## src/rtl/arith_sched_pkg.sv

```systemverilog
// Shared types, opcodes and result-select helper for the arithmetic op scheduler.
package arith_sched_pkg;

  localparam int unsigned OP_W = 3;

  localparam logic [OP_W-1:0] OP_ADD = 3'd0;
  localparam logic [OP_W-1:0] OP_SUB = 3'd1;
  localparam logic [OP_W-1:0] OP_MUL = 3'd2;
  localparam logic [OP_W-1:0] OP_DIV = 3'd3;
  localparam logic [OP_W-1:0] OP_MOD = 3'd4;

  typedef enum logic [1:0] {
    IDLE  = 2'd0,
    ISSUE = 2'd1,
    RESP  = 2'd2
  } state_e;

  typedef enum logic [2:0] {
    SEL_SUM  = 3'd0,
    SEL_DIFF = 3'd1,
    SEL_PROD = 3'd2,
    SEL_QUOT = 3'd3,
    SEL_REM  = 3'd4,
    SEL_ERR  = 3'd5
  } sel_e;

  // Chooses which datapath output is the answer; zero divisor and unknown opcodes are errors.
  function automatic sel_e result_sel(input logic [OP_W-1:0] op, input logic b_zero);
    sel_e sel;
    sel = SEL_ERR;
    case (op)
      OP_ADD:  sel = SEL_SUM;
      OP_SUB:  sel = SEL_DIFF;
      OP_MUL:  sel = SEL_PROD;
      OP_DIV:  sel = b_zero ? SEL_ERR : SEL_QUOT;
      OP_MOD:  sel = b_zero ? SEL_ERR : SEL_REM;
      default: sel = SEL_ERR;
    endcase
    return sel;
  endfunction

endpackage

```

## src/rtl/arith_rr_arb.sv

```systemverilog
// NREQ-way one-hot arbiter. ARITH_OP_SCHEDULER_RR_EN selects round-robin from ptr_i;
// otherwise fixed priority with the lowest index winning.
module arith_rr_arb #(
  parameter int unsigned NREQ = 4,
  parameter int unsigned IW   = $clog2(NREQ)
) (
  input  logic [NREQ-1:0] req_i,
`ifdef ARITH_OP_SCHEDULER_RR_EN
  input  logic [IW-1:0]   ptr_i,
`endif
  output logic [NREQ-1:0] gnt_o,
  output logic [IW-1:0]   idx_o
);

  logic [IW-1:0] idx;
  logic          found;

  // First requester found in search order wins.
  always_comb begin
    gnt_o = '0;
    idx_o = '0;
    idx   = '0;
    found = 1'b0;
    for (int unsigned i = 0; i < NREQ; i++) begin
`ifdef ARITH_OP_SCHEDULER_RR_EN
      idx = IW'((32'(ptr_i) + i) % NREQ);
`else
      idx = IW'(i);
`endif
      if (!found && req_i[idx]) begin
        found      = 1'b1;
        gnt_o[idx] = 1'b1;
        idx_o      = idx;
      end
    end
  end

endmodule

```

## src/rtl/arith_op_scheduler.sv

```systemverilog
// Shares one combinational add/sub/mul/div/mod unit among NREQ requesters, one op in flight.
// Build with ARITH_OP_SCHEDULER_RR_EN for round-robin grant; default is fixed priority.
module arith_op_scheduler
  import arith_sched_pkg::*;
#(
  parameter int unsigned NREQ = 4,
  parameter int unsigned W    = 4
) (
  input  logic                     clk,
  input  logic                     rst_n,
  input  logic [NREQ-1:0]          req_valid,
  output logic [NREQ-1:0]          req_ready,
  input  logic [NREQ*W-1:0]        req_a,
  input  logic [NREQ*W-1:0]        req_b,
  input  logic [NREQ*OP_W-1:0]     req_op,
  output logic [W-1:0]             alu_a,
  output logic [W-1:0]             alu_b,
  input  logic [2*W-1:0]           alu_ym,
  input  logic [W-1:0]             alu_ya,
  input  logic [W-1:0]             alu_ys,
  input  logic [W-1:0]             alu_yd,
  input  logic [W-1:0]             alu_ymod,
  output logic                     rsp_valid,
  input  logic                     rsp_ready,
  output logic [$clog2(NREQ)-1:0]  rsp_id,
  output logic [2*W-1:0]           rsp_result,
  output logic                     rsp_err,
  output logic                     busy
);

  localparam int unsigned IW = $clog2(NREQ);
  localparam int unsigned RW = 2 * W;

  state_e          state_q;
  logic [W-1:0]    alu_a_q, alu_b_q;
  logic [OP_W-1:0] op_q;
  logic [IW-1:0]   id_q;
  logic            rsp_valid_q, rsp_err_q;
  logic [IW-1:0]   rsp_id_q;
  logic [RW-1:0]   rsp_result_q;

  logic [NREQ-1:0] arb_req, gnt;
  logic [IW-1:0]   gnt_idx;
  int unsigned     a_base, op_base;
  sel_e            sel;
  logic [RW-1:0]   res_c;
  logic            err_c;

  // Only arbitrate in IDLE so req_ready is zero while an op is in flight.
  assign arb_req = (state_q == IDLE) ? req_valid : '0;

`ifdef ARITH_OP_SCHEDULER_RR_EN
  logic [IW-1:0] ptr_q;

  arith_rr_arb #(.NREQ(NREQ), .IW(IW)) u_arb (
    .req_i (arb_req),
    .ptr_i (ptr_q),
    .gnt_o (gnt),
    .idx_o (gnt_idx)
  );

  always_ff @(posedge clk or negedge rst_n) begin
    if (!rst_n) begin
      ptr_q <= '0;
    end else if (|gnt) begin
      ptr_q <= (gnt_idx == IW'(NREQ - 1)) ? '0 : gnt_idx + 1'b1;
    end
  end
`else
  arith_rr_arb #(.NREQ(NREQ), .IW(IW)) u_arb (
    .req_i (arb_req),
    .gnt_o (gnt),
    .idx_o (gnt_idx)
  );
`endif

  assign req_ready = gnt;

  always_comb begin
    a_base  = 32'(gnt_idx) * W;
    op_base = 32'(gnt_idx) * OP_W;
  end

  // Pick the datapath output for the latched op; errors force a zero result.
  always_comb begin
    sel   = result_sel(op_q, alu_b_q == '0);
    res_c = '0;
    case (sel)
      SEL_SUM:  res_c = RW'(alu_ya);
      SEL_DIFF: res_c = RW'(alu_ys);
      SEL_PROD: res_c = alu_ym;
      SEL_QUOT: res_c = RW'(alu_yd);
      SEL_REM:  res_c = RW'(alu_ymod);
      default:  res_c = '0;
    endcase
    err_c = (sel == SEL_ERR);
  end

  always_ff @(posedge clk or negedge rst_n) begin
    if (!rst_n) begin
      state_q      <= IDLE;
      alu_a_q      <= '0;
      alu_b_q      <= '0;
      op_q         <= '0;
      id_q         <= '0;
      rsp_valid_q  <= 1'b0;
      rsp_err_q    <= 1'b0;
      rsp_id_q     <= '0;
      rsp_result_q <= '0;
    end else begin
      case (state_q)
        IDLE: begin
          if (|gnt) begin
            alu_a_q <= req_a[a_base +: W];
            alu_b_q <= req_b[a_base +: W];
            op_q    <= req_op[op_base +: OP_W];
            id_q    <= gnt_idx;
            state_q <= ISSUE;
          end
        end
        // Datapath has settled on the registered operands by the end of ISSUE.
        ISSUE: begin
          rsp_valid_q  <= 1'b1;
          rsp_result_q <= res_c;
          rsp_err_q    <= err_c;
          rsp_id_q     <= id_q;
          state_q      <= RESP;
        end
        RESP: begin
          if (rsp_ready) begin
            rsp_valid_q <= 1'b0;
            state_q     <= IDLE;
          end
        end
        default: state_q <= IDLE;
      endcase
    end
  end

  assign alu_a      = alu_a_q;
  assign alu_b      = alu_b_q;
  assign rsp_valid  = rsp_valid_q;
  assign rsp_id     = rsp_id_q;
  assign rsp_result = rsp_result_q;
  assign rsp_err    = rsp_err_q;
  assign busy       = (state_q != IDLE);

endmodule
```

## config.mk

```make
export PLATFORM = sky130hd
export DESIGN_NAME = arith_op_scheduler
export DESIGN_NICKNAME = d
export VERILOG_FILES = /design/src/rtl/arith_sched_pkg.sv /design/src/rtl/arith_rr_arb.sv /design/src/rtl/arith_op_scheduler.sv
export SDC_FILE = /design/constraint.sdc
export NUM_CORES = 1
export LEC_CHECK = 0
export CAP_MARGIN = 20
export CORE_MARGIN = 4
export CORE_UTILIZATION = 37
export DETAILED_ROUTE_END_ITERATION = 8
export PLACE_DENSITY_LB_ADDON = 0.3
export SLEW_MARGIN = 5
export SYNTH_ARGS = -nofsm -noshare
export SYNTH_HDL_FRONTEND = slang
export SYNTH_SLANG_ARGS = --single-unit
```

## constraint.sdc

```tcl
create_clock -name clk -period 2.1 [get_ports clk]
set_clock_uncertainty 0.15 [all_clocks]
set_input_delay 0.42 -clock clk [delete_from_list [all_inputs] [get_ports clk]]
set_output_delay 0.42 -clock clk [all_outputs]
set_load 0.05 [all_outputs]
```

After elaboration in Yosys (flattened, before gate mapping). Cells that the tools add are included. W data, S select, Z words.

Multiply operators: 1. Eq/ne operators: 13. Shift operators: 3. Mux-type cells: 19. Reductions and logical operators: 16.

Operator list (number): $pmux W8 S5 (1); $shiftx A16 B5 Y4 (2); $pmux W3 S5 (1); $eq A3 B2 Y1 const B (4); $shiftx A12 B5 Y3 (1); $eq A3 B3 Y1 const B (3); $mux W1 (9); $mux W2 (4); $eq A3 B1 Y1 const B (2); $logic_not A3 Y1 (2); $pmux W2 S3 (1); $reduce_and A2 Y1 (3); $logic_not A4 Y1 (1); $mul A2 B2 Y4 const B (1); $mux W4 (1); $reduce_bool A2 Y1 (2); $reduce_or A4 Y1 (1); $logic_and A1 B1 Y1 (3); $logic_not A1 Y1 (3); $mux W3 (1); $eq A2 B1 Y1 const B (1); $eq A2 B2 Y1 const B (1); $logic_not A2 Y1 (1); $ne A2 B1 Y1 const B (1); 2 further kinds (2).

Bits in registers: 27. Word-level logic and storage cells: 61.

Depth between registers and ports, before layout.
Depth in word-level cells: 15. Mapped depth: 6.

Modules after synthesis. Synthesis repeated with hierarchy kept, for this count alone.

Cells, all modules: 139. Area total of the unflattened synthesis: 1620.3 um2.

By module, submodules not included: arith_op_scheduler (times used 1, cells each 130, area an instance 1556.5 um2); arith_rr_arb (times used 1, cells each 9, area an instance 63.8 um2).

Worst setup path after synthesis. Ideal clock, no wire load.

Path type: input to output. Start: in req_valid[0]. End: out req_ready[2]. Arrival: 2.476 ns. Required time: 1.530 ns. Path slack: -0.946 ns. Stages: 3. Cells stage by stage: clkbuf_1 > clkbuf_1 > nor4b_1.

Cells in the longest elaborated chain, start to end: 8.

Ends and longest elaborated chain: from (decl) (RTL line arith_op_scheduler.sv:11) `input logic [NREQ-1:0] req_valid,`; $mux W4 (*) (RTL line arith_op_scheduler.sv:50) `assign arb_req = (state_q == IDLE) ? req_valid : '0;`; $mux W1 (*) (RTL line arith_rr_arb.sv:30) `if (!found && req_i[idx]) begin`; $logic_not A1 Y1 (RTL line arith_rr_arb.sv:30); $logic_and A1 B1 Y1 (RTL line arith_rr_arb.sv:30); $mux W1 (*) (RTL line arith_rr_arb.sv:30); $logic_not A1 Y1 (*) (RTL line arith_rr_arb.sv:30); $logic_and A1 B1 Y1 (*) (RTL line arith_rr_arb.sv:30); $mux W1 (*) (RTL line arith_rr_arb.sv:30); to (decl) (RTL line arith_op_scheduler.sv:12) `output logic [NREQ-1:0] req_ready,`.

Every way passes the cells marked *; elsewhere a longest branch is shown, timed or not.

Final worst setup path.
Start: in req_valid[2]. End: out req_ready[3].

Cells in the longest elaborated chain, start to end: 6.

Ends and longest elaborated chain (RTL line): $mux W4 (arith_op_scheduler.sv:50); $logic_and A1 B1 Y1 (arith_rr_arb.sv:30); $mux W1 (arith_rr_arb.sv:30); $logic_not A1 Y1 (arith_rr_arb.sv:30); $logic_and A1 B1 Y1 (arith_rr_arb.sv:30); $mux W1 (arith_rr_arb.sv:30).

Every way passes these cells.

==> run metrics <==
Port Buffers=99; critical path class=input port to primary output; Req. time, crit path=1.53 ns; DR iter-0 viols=96; HP Start=id_q[1]; Tot Pwr=3.61 mW; Largest stage delay, worst path=0.44 ns; DIE AREA=5490 µm²; Buf/Inv on CP=3; final net count=369; Crit path max-delay family=buffers and inverters; Synth cell types=32; htree depth=1; Critical Path Fanout Max=3; Post-CTS Setup Bufs=0; largest net degree at the start of global routing=28; Pre-antenna DRT Iters=4; Fillers=347; Sink Count=27; Resized Gates After CTS=3; Worst Setup End Kind=primary output; share of layout cells above drive strength 1=0.143; hold path depth=2; sequential area share after synthesis=0.418; Initial Util=0.393; gp weighted congestion=0.833; PwrDens=1270 nW/µm²; # DRC=0; hold buffer count at CTS=0; reg2reg path depth=5; vias in the first global route=1832; Routed WL=5.00 mm; Clk pwr share=0.080; commonest non-fill, non-tap cell in the layout=clkdlybuf4s50_1; Primary FF master, synth=dfrtp_1; Sw Share=0.493; most frequent cells in the layout=clkdlybuf4s50_1 (84), nand2_1 (40), dfrtp_1 (27), buf_4 (26), o21ai_0 (18); post-synth net total=262; ys async rst share=1.00; Cell Chain, Critical Path=clkdlybuf4s50_1 -> nand2b_1 -> nor4_2 -> buf_4 -> buf_12; Die X=74.1 µm; crit start category=input port; RSZ-0062 raised after global routing=no; Peak VDD IR=0.856 mV; setup TNS=0 ns; CP max-delay cell=clkdlybuf4s50_1; Final Util=0.690; core area=4120 µm²; wire length per cell=14.6 µm; status=finished, final reports clean; Hold EP=rsp_id[1]; sequential power share=0.286; post-route ant nets=0; Synth Register Bits=27; Final Hold Vio Count=0; via density per instance=5.22; Hold Crit Class=flip-flop to flip-flop; arrival time worst endpoint=1.46 ns; total number of vias=1790; Post-Syn Instances=187; clock slew at reported path FFs=0.09 ns; Pleak=1.26 nW; FF-to-FF End=rsp_result[0]; Rel. slew slack=0.657; DP Cell Count=339; FF-to-FF setup slack=0.36 ns; clock tree buffer depth=2; combinational cell fraction of total power=0.634; Skew-Pair Late Insertion Delay=0.27 ns; HPWL after DPL=4.00 mm; Final period util=0.968; CTS tree=done; fin crit period=2.03 ns; Setup violations, final=0; total of max-cap violations=0; row count=23; Area Growth Syn to Fin=75.6%; clock root buffer=clkbuf_8; grt ovf=0; global-route wire length before repair=7.97 mm; height of the die=74.1 µm; f_max=0.492 GHz; Slew @ Worst Pin=0.514 ns; I/O pin cnt=100; Post-Place Cell Area=2790 µm²; Post-Synthesis Cell Area=1620 µm²; antenna cell count=0; internal power=1.83 mW; EDFF count, synth=0; Reg2Reg Launch Point=alu_b[1]; Syn. warnings=0; design area=2840 µm²; GRT Total Usage=0.184; syn avg cell area=8.64 µm²; Psw=1.78 mW; Non-Filler Instances=343; initial antenna violation count=0; cts bufs inserted=3; Final Max Tran Viols=0
cell families (layout without fill, tap and decap cells):
family                 Yosys count  count (layout)  synth area share
and+or+nand+nor                 64              64             0.190
AOI/OAI and AO/OA               62              62             0.245
DFF                             27              27             0.418
buffers and inverters           19             125            0.0542
muxes                           15              15            0.0929
sequential cells by signal (all words and copies together), names as in the netlist:
register and cells:
rsp_result 8, alu_a 4, id_q 2, op_q 3
state_q 2, rsp_err 1, rsp_valid 1, rsp_id 2
alu_b 4
through the flow:
step,setup slack (ns),hold slack (ns)
6_report,0.0680,0.330
5_1_grt,0.00515,0.359
4_1_cts,0.0546,0.333
3_5_place_dp,-0.119,0.310
3_3_place_gp,-0.0839,0.301
2_1_floorplan,-0.278,-0.0256
cell usage after synthesis (2+ instances only):
| master | count | area, µm² |
|---|---|---|
| nand2_1 | 40 | 150 |
| nor2_1 | 7 | 26.3 |
| inv_1 | 3 | 11.3 |
| buf_2 | 4 | 20.0 |
| mux2i_1 | 15 | 150 |
| nand2b_1 | 3 | 18.8 |
| o21a_1 | 5 | 37.5 |
| o21ai_0 | 18 | 90.1 |
| dfrtp_1 | 27 | 676 |
| clkbuf_1 | 9 | 33.8 |
| nand3b_1 | 4 | 30.0 |
| a22o_1 | 4 | 35.0 |
| a21oi_1 | 3 | 15.0 |
| nor3_1 | 2 | 10.0 |
| a22oi_1 | 11 | 82.6 |
| o22ai_1 | 4 | 25.0 |
| o21ai_1 | 10 | 50.1 |
| a32oi_1 | 4 | 35.0 |
final cells by class:
cell class	instances	area (µm²)	share of cell area
multi-input combinational	141	887	0.312
sequential	27	676	0.238
timing repair buffer	117	1150	0.406
tap	50	62.6	0.0220
clock buffer	4	45.0	0.0159
inverter	4	15.0	0.00529
worst max path at each step:
stage / start / endpoint / slack (ns) / cells after the start
2_1_floorplan: req_valid[0] / req_ready[2] / -0.28 / 3
3_5_place_dp: req_valid[0] / op_q[0] / -0.12 / 4
3_3_place_gp: req_valid[0] / op_q[0] / -0.08 / 4
4_1_cts: rsp_valid / rsp_valid / 0.05 / 1
6_report: req_valid[2] / req_ready[3] / 0.07 / 5
5_1_grt: state_q[1] / req_ready[3] / 0.005 / 5
per-layer routing:
| layer | global-route usage | vias up | wire length, µm |
|---|---|---|---|
| li1 | - | 885 | - |
| met1 | 0.223 | 828 | 2090 |
| met2 | 0.314 | 73 | 2420 |
| met3 | 0.0608 | 4 | 465 |
| met4 | 0.0483 | 0 | 20 |
| met5 | 0 | - | 0 |
worst reg2reg max path, stage by stage (launching register included):
cell and delay, ns:
dfrtp_1 0.42, nor4_2 0.28, buf_4 0.18, nor2_1 0.05, o31a_1 0.35, a22o_1 0.20
power by group through the flow:
stage,combinational [mW],sequential [mW],clock (mW)
global route,2.45,1.07,0.322
detailed placement,2.30,1.04,0
finish,2.29,1.03,0.290
global placement,2.26,1.03,0
CTS,2.31,1.03,0.307
floorplan,0.964,1.53,0
(Power assumes the default switching activity.)
